<file path="config.mk">
export PLATFORM = sky130hd
export DESIGN_NAME = ps2_rx_buffered
export DESIGN_NICKNAME = d
export VERILOG_FILES = /design/src/rtl/ps2_rx_buffered.sv
export SDC_FILE = /design/constraint.sdc
export NUM_CORES = 1
export LEC_CHECK = 0
export BUFFER_PORTS_ARGS = -buffer_cell sky130_fd_sc_hd__buf_2
export CORE_MARGIN = 8
export CORE_UTILIZATION = 37
export DETAILED_ROUTE_END_ITERATION = 16
export GPL_TIMING_DRIVEN = 0
export HOLD_SLACK_MARGIN = 0.02
export SYNTH_ARGS = -nofsm -noshare
export SYNTH_HDL_FRONTEND = slang
export SYNTH_SLANG_ARGS = --single-unit
</file>
<file path="constraint.sdc">
create_clock -name clk -period 2.4 [get_ports clk]
set_input_delay 0.48 -clock clk [delete_from_list [all_inputs] [get_ports clk]]
set_output_delay 0.48 -clock clk [all_outputs]
set_load 0.03 [all_outputs]
</file>
<file path="src/rtl/ps2_rx_buffered.sv">
// ps2_rx_buffered
//   PS/2 device-to-host receiver with a show-ahead receive FIFO.
//   The raw PS/2 lines are synchronised and glitch-filtered, 11-bit frames are
//   deserialised (start, 8 data LSB-first, odd parity, stop), and every
//   completed frame is queued as {err, data}. A frame whose falling clock
//   edges stop arriving for TIMEOUT_CYC cycles is abandoned.
//
//   Handshake: rx_valid/rx_data/rx_err always show the FIFO head. A cycle with
//   rd_en=1 and rx_valid=1 consumes the head; rd_en while empty is ignored.
//
// Ports
//   clk, reset      system clock, asynchronous active-high reset
//   ps2d, ps2c      PS/2 data and clock lines (asynchronous)
//   rx_en           allows a new frame to start; a started frame always completes
//   rd_en           pop the head entry
//   clr_ovf         clear the sticky overflow flag
//   rx_data, rx_err head entry byte and its parity/stop error flag
//   rx_valid        FIFO non-empty
//   fifo_count      number of entries held
//   overflow        sticky: a completed frame was dropped because the FIFO was full
//   timeout_tick    one-cycle pulse when a frame is abandoned by timeout
//   busy            receiver is inside a frame (not idle)
module ps2_rx_buffered #(
    parameter int FILTER_LEN  = 8,
    parameter int FIFO_DEPTH  = 16,
    parameter int TIMEOUT_CYC = 50000
) (
    input  logic                          clk,
    input  logic                          reset,
    input  logic                          ps2d,
    input  logic                          ps2c,
    input  logic                          rx_en,
    input  logic                          rd_en,
    input  logic                          clr_ovf,
    output logic [7:0]                    rx_data,
    output logic                          rx_err,
    output logic                          rx_valid,
    output logic [$clog2(FIFO_DEPTH):0]   fifo_count,
    output logic                          overflow,
    output logic                          timeout_tick,
    output logic                          busy
);

    localparam int AW = $clog2(FIFO_DEPTH);
    localparam int CW = AW + 1;
    localparam int TW = $clog2(TIMEOUT_CYC + 1);

    typedef enum logic [1:0] {
        ST_IDLE  = 2'd0,
        ST_SHIFT = 2'd1,
        ST_DONE  = 2'd2
    } state_t;

    logic                  ps2d_meta_q, ps2d_meta_d;
    logic                  ps2d_sync_q, ps2d_sync_d;
    logic [FILTER_LEN-1:0] filt_sr_q, filt_sr_d;
    logic                  filt_q, filt_d;
    logic                  neg_edge;

    state_t                state_q, state_d;
    logic [3:0]            bit_cnt_q, bit_cnt_d;
    logic [TW-1:0]         tmo_cnt_q, tmo_cnt_d;
    logic [9:0]            shift_q, shift_d;
    logic                  tick_q, tick_d;
    logic                  busy_q, busy_d;

    logic [AW-1:0]         wr_ptr_q, wr_ptr_d;
    logic [AW-1:0]         rd_ptr_q, rd_ptr_d;
    logic [CW-1:0]         count_q, count_d;
    logic                  overflow_q, overflow_d;
    logic [8:0]            mem_q [FIFO_DEPTH];

    logic                  push, pop, full, wr, frame_err;
    logic [8:0]            head;

    // Input conditioning and falling-edge detection on the filtered clock.
    always_comb begin
        ps2d_meta_d = ps2d;
        ps2d_sync_d = ps2d_meta_q;
        filt_sr_d   = {filt_sr_q[FILTER_LEN-2:0], ps2c};
        filt_d      = filt_q;
        if (&filt_sr_q) begin
            filt_d = 1'b1;
        end else if (~|filt_sr_q) begin
            filt_d = 1'b0;
        end
        neg_edge = filt_q & ~filt_d;
    end

    // Frame FSM. shift_q collects bits LSB-first, so after the tenth shift
    // [7:0]=data, [8]=parity, [9]=stop.
    always_comb begin
        state_d   = state_q;
        bit_cnt_d = bit_cnt_q;
        tmo_cnt_d = tmo_cnt_q;
        shift_d   = shift_q;
        tick_d    = 1'b0;
        case (state_q)
            ST_IDLE: begin
                if (neg_edge && rx_en && !ps2d_sync_q) begin
                    state_d   = ST_SHIFT;
                    bit_cnt_d = 4'd0;
                    tmo_cnt_d = '0;
                end
            end
            ST_SHIFT: begin
                if (tmo_cnt_q == TW'(TIMEOUT_CYC)) begin
                    state_d = ST_IDLE;
                    tick_d  = 1'b1;
                end else if (neg_edge) begin
                    shift_d   = {ps2d_sync_q, shift_q[9:1]};
                    bit_cnt_d = bit_cnt_q + 4'd1;
                    tmo_cnt_d = '0;
                    if (bit_cnt_q == 4'd9) begin
                        state_d = ST_DONE;
                    end
                end else begin
                    tmo_cnt_d = tmo_cnt_q + TW'(1);
                end
            end
            ST_DONE: begin
                state_d = ST_IDLE;
            end
            default: begin
                state_d = ST_IDLE;
            end
        endcase
        busy_d = (state_d != ST_IDLE);
    end

    // FIFO bookkeeping. A push into a full FIFO still lands when the same
    // cycle pops, because the pop frees the slot being written.
    always_comb begin
        push       = (state_q == ST_DONE);
        frame_err  = ~(^shift_q[8:0]) | ~shift_q[9];
        pop        = rd_en && (count_q != '0);
        full       = (count_q == CW'(FIFO_DEPTH));
        wr         = push && (!full || pop);
        wr_ptr_d   = wr  ? wr_ptr_q + AW'(1) : wr_ptr_q;
        rd_ptr_d   = pop ? rd_ptr_q + AW'(1) : rd_ptr_q;
        count_d    = count_q;
        if (wr && !pop) begin
            count_d = count_q + CW'(1);
        end else if (!wr && pop) begin
            count_d = count_q - CW'(1);
        end
        // A drop in the same cycle as clr_ovf wins, so no event is lost.
        overflow_d = (push && full && !pop) || (overflow_q && !clr_ovf);
    end

    always_ff @(posedge clk or posedge reset) begin
        if (reset) begin
            ps2d_meta_q <= 1'b0;
            ps2d_sync_q <= 1'b0;
            filt_sr_q   <= '0;
            filt_q      <= 1'b0;
            state_q     <= ST_IDLE;
            bit_cnt_q   <= 4'd0;
            tmo_cnt_q   <= '0;
            shift_q     <= '0;
            tick_q      <= 1'b0;
            busy_q      <= 1'b0;
            wr_ptr_q    <= '0;
            rd_ptr_q    <= '0;
            count_q     <= '0;
            overflow_q  <= 1'b0;
        end else begin
            ps2d_meta_q <= ps2d_meta_d;
            ps2d_sync_q <= ps2d_sync_d;
            filt_sr_q   <= filt_sr_d;
            filt_q      <= filt_d;
            state_q     <= state_d;
            bit_cnt_q   <= bit_cnt_d;
            tmo_cnt_q   <= tmo_cnt_d;
            shift_q     <= shift_d;
            tick_q      <= tick_d;
            busy_q      <= busy_d;
            wr_ptr_q    <= wr_ptr_d;
            rd_ptr_q    <= rd_ptr_d;
            count_q     <= count_d;
            overflow_q  <= overflow_d;
        end
    end

    // Storage is not reset; the read port is masked while empty instead.
    always_ff @(posedge clk) begin
        if (wr) begin
            mem_q[wr_ptr_q] <= {frame_err, shift_q[7:0]};
        end
    end

    assign head         = mem_q[rd_ptr_q];
    assign rx_valid     = (count_q != '0);
    assign rx_data      = rx_valid ? head[7:0] : 8'h00;
    assign rx_err       = rx_valid & head[8];
    assign fifo_count   = count_q;
    assign overflow     = overflow_q;
    assign timeout_tick = tick_q;
    assign busy         = busy_q;

endmodule

</file>
## Word-level counts from Yosys, hierarchy flattened

Memories as Yosys holds them, arrays and structs flattened.
Index checks and enable logic that the tools add are counted.

- Add/subtract/negate cells: 6
- Multipliers: 0
- Div/mod/pow operators: 0
- Order comparisons: 0
- Equality and inequality tests: 8
- Shift-type cells: 0
- Multiplexer cells: 22
- Bitwise gates (word level): 7
- Reductions and logical operators: 27

Operator list:

| cell | number |
|---|---|
| $mux 16 | 3 |
| $pmux 16 s2 | 1 |
| $add 16x1->16 const B | 1 |
| $eq 16x16->1 const B | 1 |
| $add 4x1->4 const B | 3 |
| $mux 4 | 3 |
| $mux 5 | 2 |
| $logic_and 1x1->1 | 9 |
| $reduce_xor 9->1 | 1 |
| $mux 2 | 4 |
| $mux 8 | 1 |
| $pmux 4 s2 | 1 |
| $reduce_and 8->1 | 1 |
| $reduce_or 8->1 | 1 |
| $mux 1 | 6 |
| $ne 2x2->1 const B | 3 |
| $reduce_and 3->1 | 2 |
| $reduce_bool 2->1 | 3 |
| $add 5x1->5 const B | 1 |
| $eq 5x5->1 const B | 1 |
| $logic_not 1->1 | 5 |
| $reduce_bool 5->1 | 1 |
| $sub 5x1->5 const B | 1 |
| $eq 4x4->1 const B | 1 |
| 9 further kinds | 14 |

- Register bits after elaboration: 59
- Bits in latches: 0
- Memory bits (writable): 144
- Bits in read-only memories: 0
- Input bits: 7
- Word-level logic and storage cells: 85
- Memories kept: 1

Memories:

| memory | words | bits a word | read ports | clocked after memory_dff | write ports | line | RTL |
|---|---|---|---|---|---|---|---|
| mem_q | 16 | 9 | 1 | 0 | 1 | 71 | `logic [8:0] mem_q [FIFO_DEPTH];` |

## Depth between registers and ports, before layout

- Depth in word-level cells: 10
- Depth in mapped cells: 11
- Mapped depth without buffers: 11

## Least setup slack after synthesis

OpenSTA, ideal clock, no wires.

- Kind: flip-flop to flip-flop
- Start point: reg count_q[0] (netlist: fifo_count[0])
- End point: reg count_q[4] (netlist: fifo_count[4])
- Arrival time: 2763 ps
- Data required time: 2264 ps
- Setup slack: -499 ps
- Cell stages (with the launch flop): 12
- Buffers on the path: 0
- Cells stage by stage: dfrtp_1 -> nor4_1 -> nand2b_1 -> nand2_1 -> ha_1 -> inv_1 -> fa_1 -> a21o_1 -> a21oi_1 -> xnor2_1 -> nor2_1 -> xor2_1

- Cells in the longest elaborated chain, start to end: 7
- Elaborated cells between the ends (all ways): 15
- Those cells by class: add/sub (2); eq/ne (1); mux (2); reduce/logical (10)

RTL lines:

| element | line | RTL |
|---|---|---|
| start: declaration | 69 | `logic [CW-1:0] count_q, count_d;` |
| start signal: assignment | 180 | `count_q <= count_d;` |
| $reduce_bool 5->1 * | n/a |  |
| net rx_valid | 37 | `output logic rx_valid,` |
| $logic_and 1x1->1 * | 136 | `pop = rd_en && (count_q != '0);` |
| $logic_or 1x1->1 | 138 | `wr = push && (!full \|\| pop);` |
| $logic_and 1x1->1 | 138 |  |
| $logic_not 1->1 | 144 | `end else if (!wr && pop) begin` |
| $logic_and 1x1->1 | 144 |  |
| $reduce_bool 2->1 (no source line) | n/a |  |

The timed path passes the listed nets; every way through them passes the cells marked *. The select of a mux whose other input is x is not followed.
A chain may end at the register's enable or synchronous reset.

## Worst setup path in the final report

- Start point: reg rd_ptr_q[0]
- End point: out rx_data[4]

- Cells in the longest elaborated chain, start to end: 2

RTL lines:

| element | line | RTL |
|---|---|---|
| start: declaration | 68 | `logic [AW-1:0] rd_ptr_q, rd_ptr_d;` |
| start signal: assignment | 179 | `rd_ptr_q <= rd_ptr_d;` |
| $mem_v2 16x9 | n/a |  |
| $mux 8 | 194 | `assign rx_data = rx_valid ? head[7:0] : 8'h00;` |
| end: declaration | 35 | `output logic [7:0] rx_data,` |

Every way passes these cells.

==> results.json <==
{
  "synth_top_area_cell": "edfxtp_1",
  "fin_worst_skew_ns": 0.00988,
  "fin_crit_sh": 1.16,
  "die-height_um": 167,
  "rsz0062_at_grt": "yes",
  "power_leakage_nw": 3.52,
  "synth_area_leaders": "edfxtp_1 (51%), dfrtp_1 (18%), mux4_2 (9.6%)",
  "r2r-start": "fifo_count[0]",
  "drt-initial-drc-count": 285,
  "clockBufferDepth": 3,
  "cp_slowest_cell": "mux4_2",
  "cp_slowest_stage_delay_ns": 0.54,
  "synth-edff-count": 144,
  "fillCellCount": 1953,
  "drive_above_1_share": 0.301,
  "period_minus_slack_ns": 2.78,
  "netlist_area_um2": 8420,
  "grt_use_total": 0.125,
  "clkLatencyLatePin_ns": 0.50,
  "max-vdd-ir-drop_mv": 0.700,
  "start_util": 0.374,
  "cpMostUsedCell": "buf_12",
  "critPathBufInv": 4,
  "wl_um": 17300,
  "async_flop_share": 0.291,
  "cts_tree": "yes",
  "dp_slack_ns": -0.598,
  "r2r_end": "fifo_count[4]",
  "drv_cap": 0,
  "antenna_found_initial": 0,
  "wl_per_cell_um": 20.0,
  "cts_buffers": 23,
  "netlist.area_leader.share": 0.514,
  "cts-root-buf": "clkbuf_16",
  "grt_pass1_vias": 4752,
  "syn_nets": 520,
  "io_buffers": 24,
  "arrival_ns": 2.30,
  "outcome": "finished with violations",
  "yosys_warnings": 0,
  "grt_pass1_wl_um": 27200,
  "dp_hpwl_um": 10700,
  "drv_slew": 0,
  "ys.flop_type": "edfxtp_1",
  "cts_num_sinks": 203,
  "grt_max_degree": 35,
  "ys_seq_area_frac": 0.689,
  "clk_pin_slew_ns": 0.06,
  "fp-row-count": 55,
  "relSlewSlack": 0.503,
  "cp_cell_sequence": "buf_12 -> buf_12 -> buf_8 -> mux4_2 -> mux2i_1 -> o22ai_1 -> buf_4",
  "cp_max_fo": 6,
  "dp.cells": 809,
  "die_area_um2": 27800,
  "p_total_mw": 9.50,
  "die_w_um": 167,
  "finalWeightedCongestion": 0.861,
  "hp-class": "primary input to async pin",
  "crit_path_end_kind": "primary output",
  "drtAntennaViolNets": 0,
  "cellPowerDensity_nw_per_um2": 944,
  "h-tree-depth": 1,
  "stdcell_count": 866,
  "coreArea_um2": 22500,
  "rr_worst_depth": 12,
  "violations": "setup timing",
  "drcViolationCount": 0,
  "avgSynthCellArea_um2": 16.9,
  "fmax_mhz": 359,
  "ios": 25,
  "whs_ns": 0.0349,
  "setup_ws_ns": -0.382,
  "dr_total_vias": 4535,
  "n_antenna_cell": 0,
  "path_delay_family": "multiplexers",
  "setup_viol": 10,
  "drtPass1Iterations": 4,
  "synth_seq_cells": 203,
  "required_ns": 1.92,
  "grt-ovfl-total": 0,
  "post_dp_cell_area_um2": 8990,
  "cp-start-kind": "flip-flop",
  "synth.distinct_cells": 46,
  "r2r_slack_ns": -0.14,
  "area_growth_pct": 19.5,
  "cts_hold_buf": 0,
  "hold_viol": 0,
  "viasPerCell": 5.24,
  "final_cell_area_um2": 10100,
  "fin_nets": 585,
  "worst_pin_slew_ns": 0.745,
  "syn_inst": 499,
  "setup.worst_path.class": "flip-flop to primary output"
}
[state kept, by name (all words and copies together) (netlist names)]
signal,flops
bit_cnt_q,4
busy,1
fifo_count,5
filt_q,1
filt_sr_q,8
mem_q,144
overflow,1
ps2d_meta_q,1
ps2d_sync_q,1
rd_ptr_q,4
shift_q,10
state_q,2
timeout_tick,1
tmo_cnt_q,16
wr_ptr_q,4
[cell usage after synthesis, drive strengths merged, types with 2 or more instances]
master,number
mux4,36
dfrtp,59
buf,9
a31oi,6
o22ai,9
xor2,3
a21oi,2
nand4,8
and3,8
edfxtp,144
a21o,2
nor4,4
xnor2,16
nor2,13
or4,3
o21ai,25
o31ai,9
and2,17
mux2,12
nand2b,4
nor3b,3
o41ai,2
inv,10
mux2i,22
and3b,2
ha,13
nand2,20
clkbuf,11
nor2b,2
nand3,14
[final cells by class]
class                   instances  area (um^2)  share of cell area
repair buffers                 43          342              0.0339
inverters                      10         42.5             0.00423
well taps                     285          357              0.0354
multi-input cells             266         2650               0.263
clock buffers                  29          598              0.0594
flip-flops and latches        203         5810               0.577
plain buffers                  17          171              0.0170
clock inverters                13         98.8             0.00982
[stage by stage]
step                      setup TNS [ns]  utilization
after floorplan                 -0.00433            -
after global placement            -18.31        0.399
after detailed placement           -7.89        0.400
after CTS                          -3.49        0.445
after global routing               -4.20        0.447
final                              -3.13        0.447
[what timing repair did]
| item | in CTS | in global routing |
|---|---|---|
| gates resized for setup | 53 | 18 |
| pin swaps | 9 | 6 |
| gates cloned | 1 | 1 |
| endpoints found under the setup margin | 11 | 58 |
| buffers inserted | 16 | 3 |
[kinds of logic after synthesis]
logic type               count (synthesis)  synth area share
adder cells (fa/ha/maj)                 14            0.0217
AND/OR/NAND/NOR                        105            0.0700
AO/OA/AOI/OAI                           58            0.0461
flip-flops                             203             0.689
multiplexers                            70             0.138
XOR/XNOR                                19            0.0198
buffers and inverters                   30            0.0152
[power by group]
part           internal [mW]  switching, mW
Clock                   1.88           1.36
Combinational           1.07           1.10
Sequential              3.86          0.224
Total                   6.82           2.68
[how the worst max path moves through the flow]
stage                     slack (ns)  depth (start not counted)           from             to
after floorplan               -0.004                         11  fifo_count[3]  fifo_count[4]
after global placement         -0.61                          6    rd_ptr_q[1]     rx_data[2]
after detailed placement       -0.60                          6    rd_ptr_q[1]     rx_data[2]
after CTS                      -0.42                          7    rd_ptr_q[0]     rx_data[4]
after global routing           -0.50                          7    rd_ptr_q[0]     rx_data[6]
final                          -0.38                          7    rd_ptr_q[0]     rx_data[4]
[metal layers]
layer,vias up,track usage,share of wire
li1,2093,-,-
met1,2291,0.167,0.43
met2,124,0.203,0.48
met3,27,0.0258,0.069
met4,0,0.0325,0.021
met5,-,0,0
[cell usage in the layout, fill, tap and decap left out, types with 8 or more instances in the layout]
cell,netlist,final
inv_1,10,8
nand3_1,14,14
clkbuf_16,0,24
nor2_1,13,13
xnor2_1,16,16
clkbuf_1,11,11
nand2_1,20,18
ha_1,13,10
mux4_2,36,36
mux2i_1,22,17
nand4_1,8,8
buf_4,0,20
o31ai_1,9,9
o21ai_0,18,17
edfxtp_1,144,144
and2_1,17,13
dfrtp_1,59,52
buf_2,6,17
mux2_2,12,12
(Power assumes the default switching activity.)
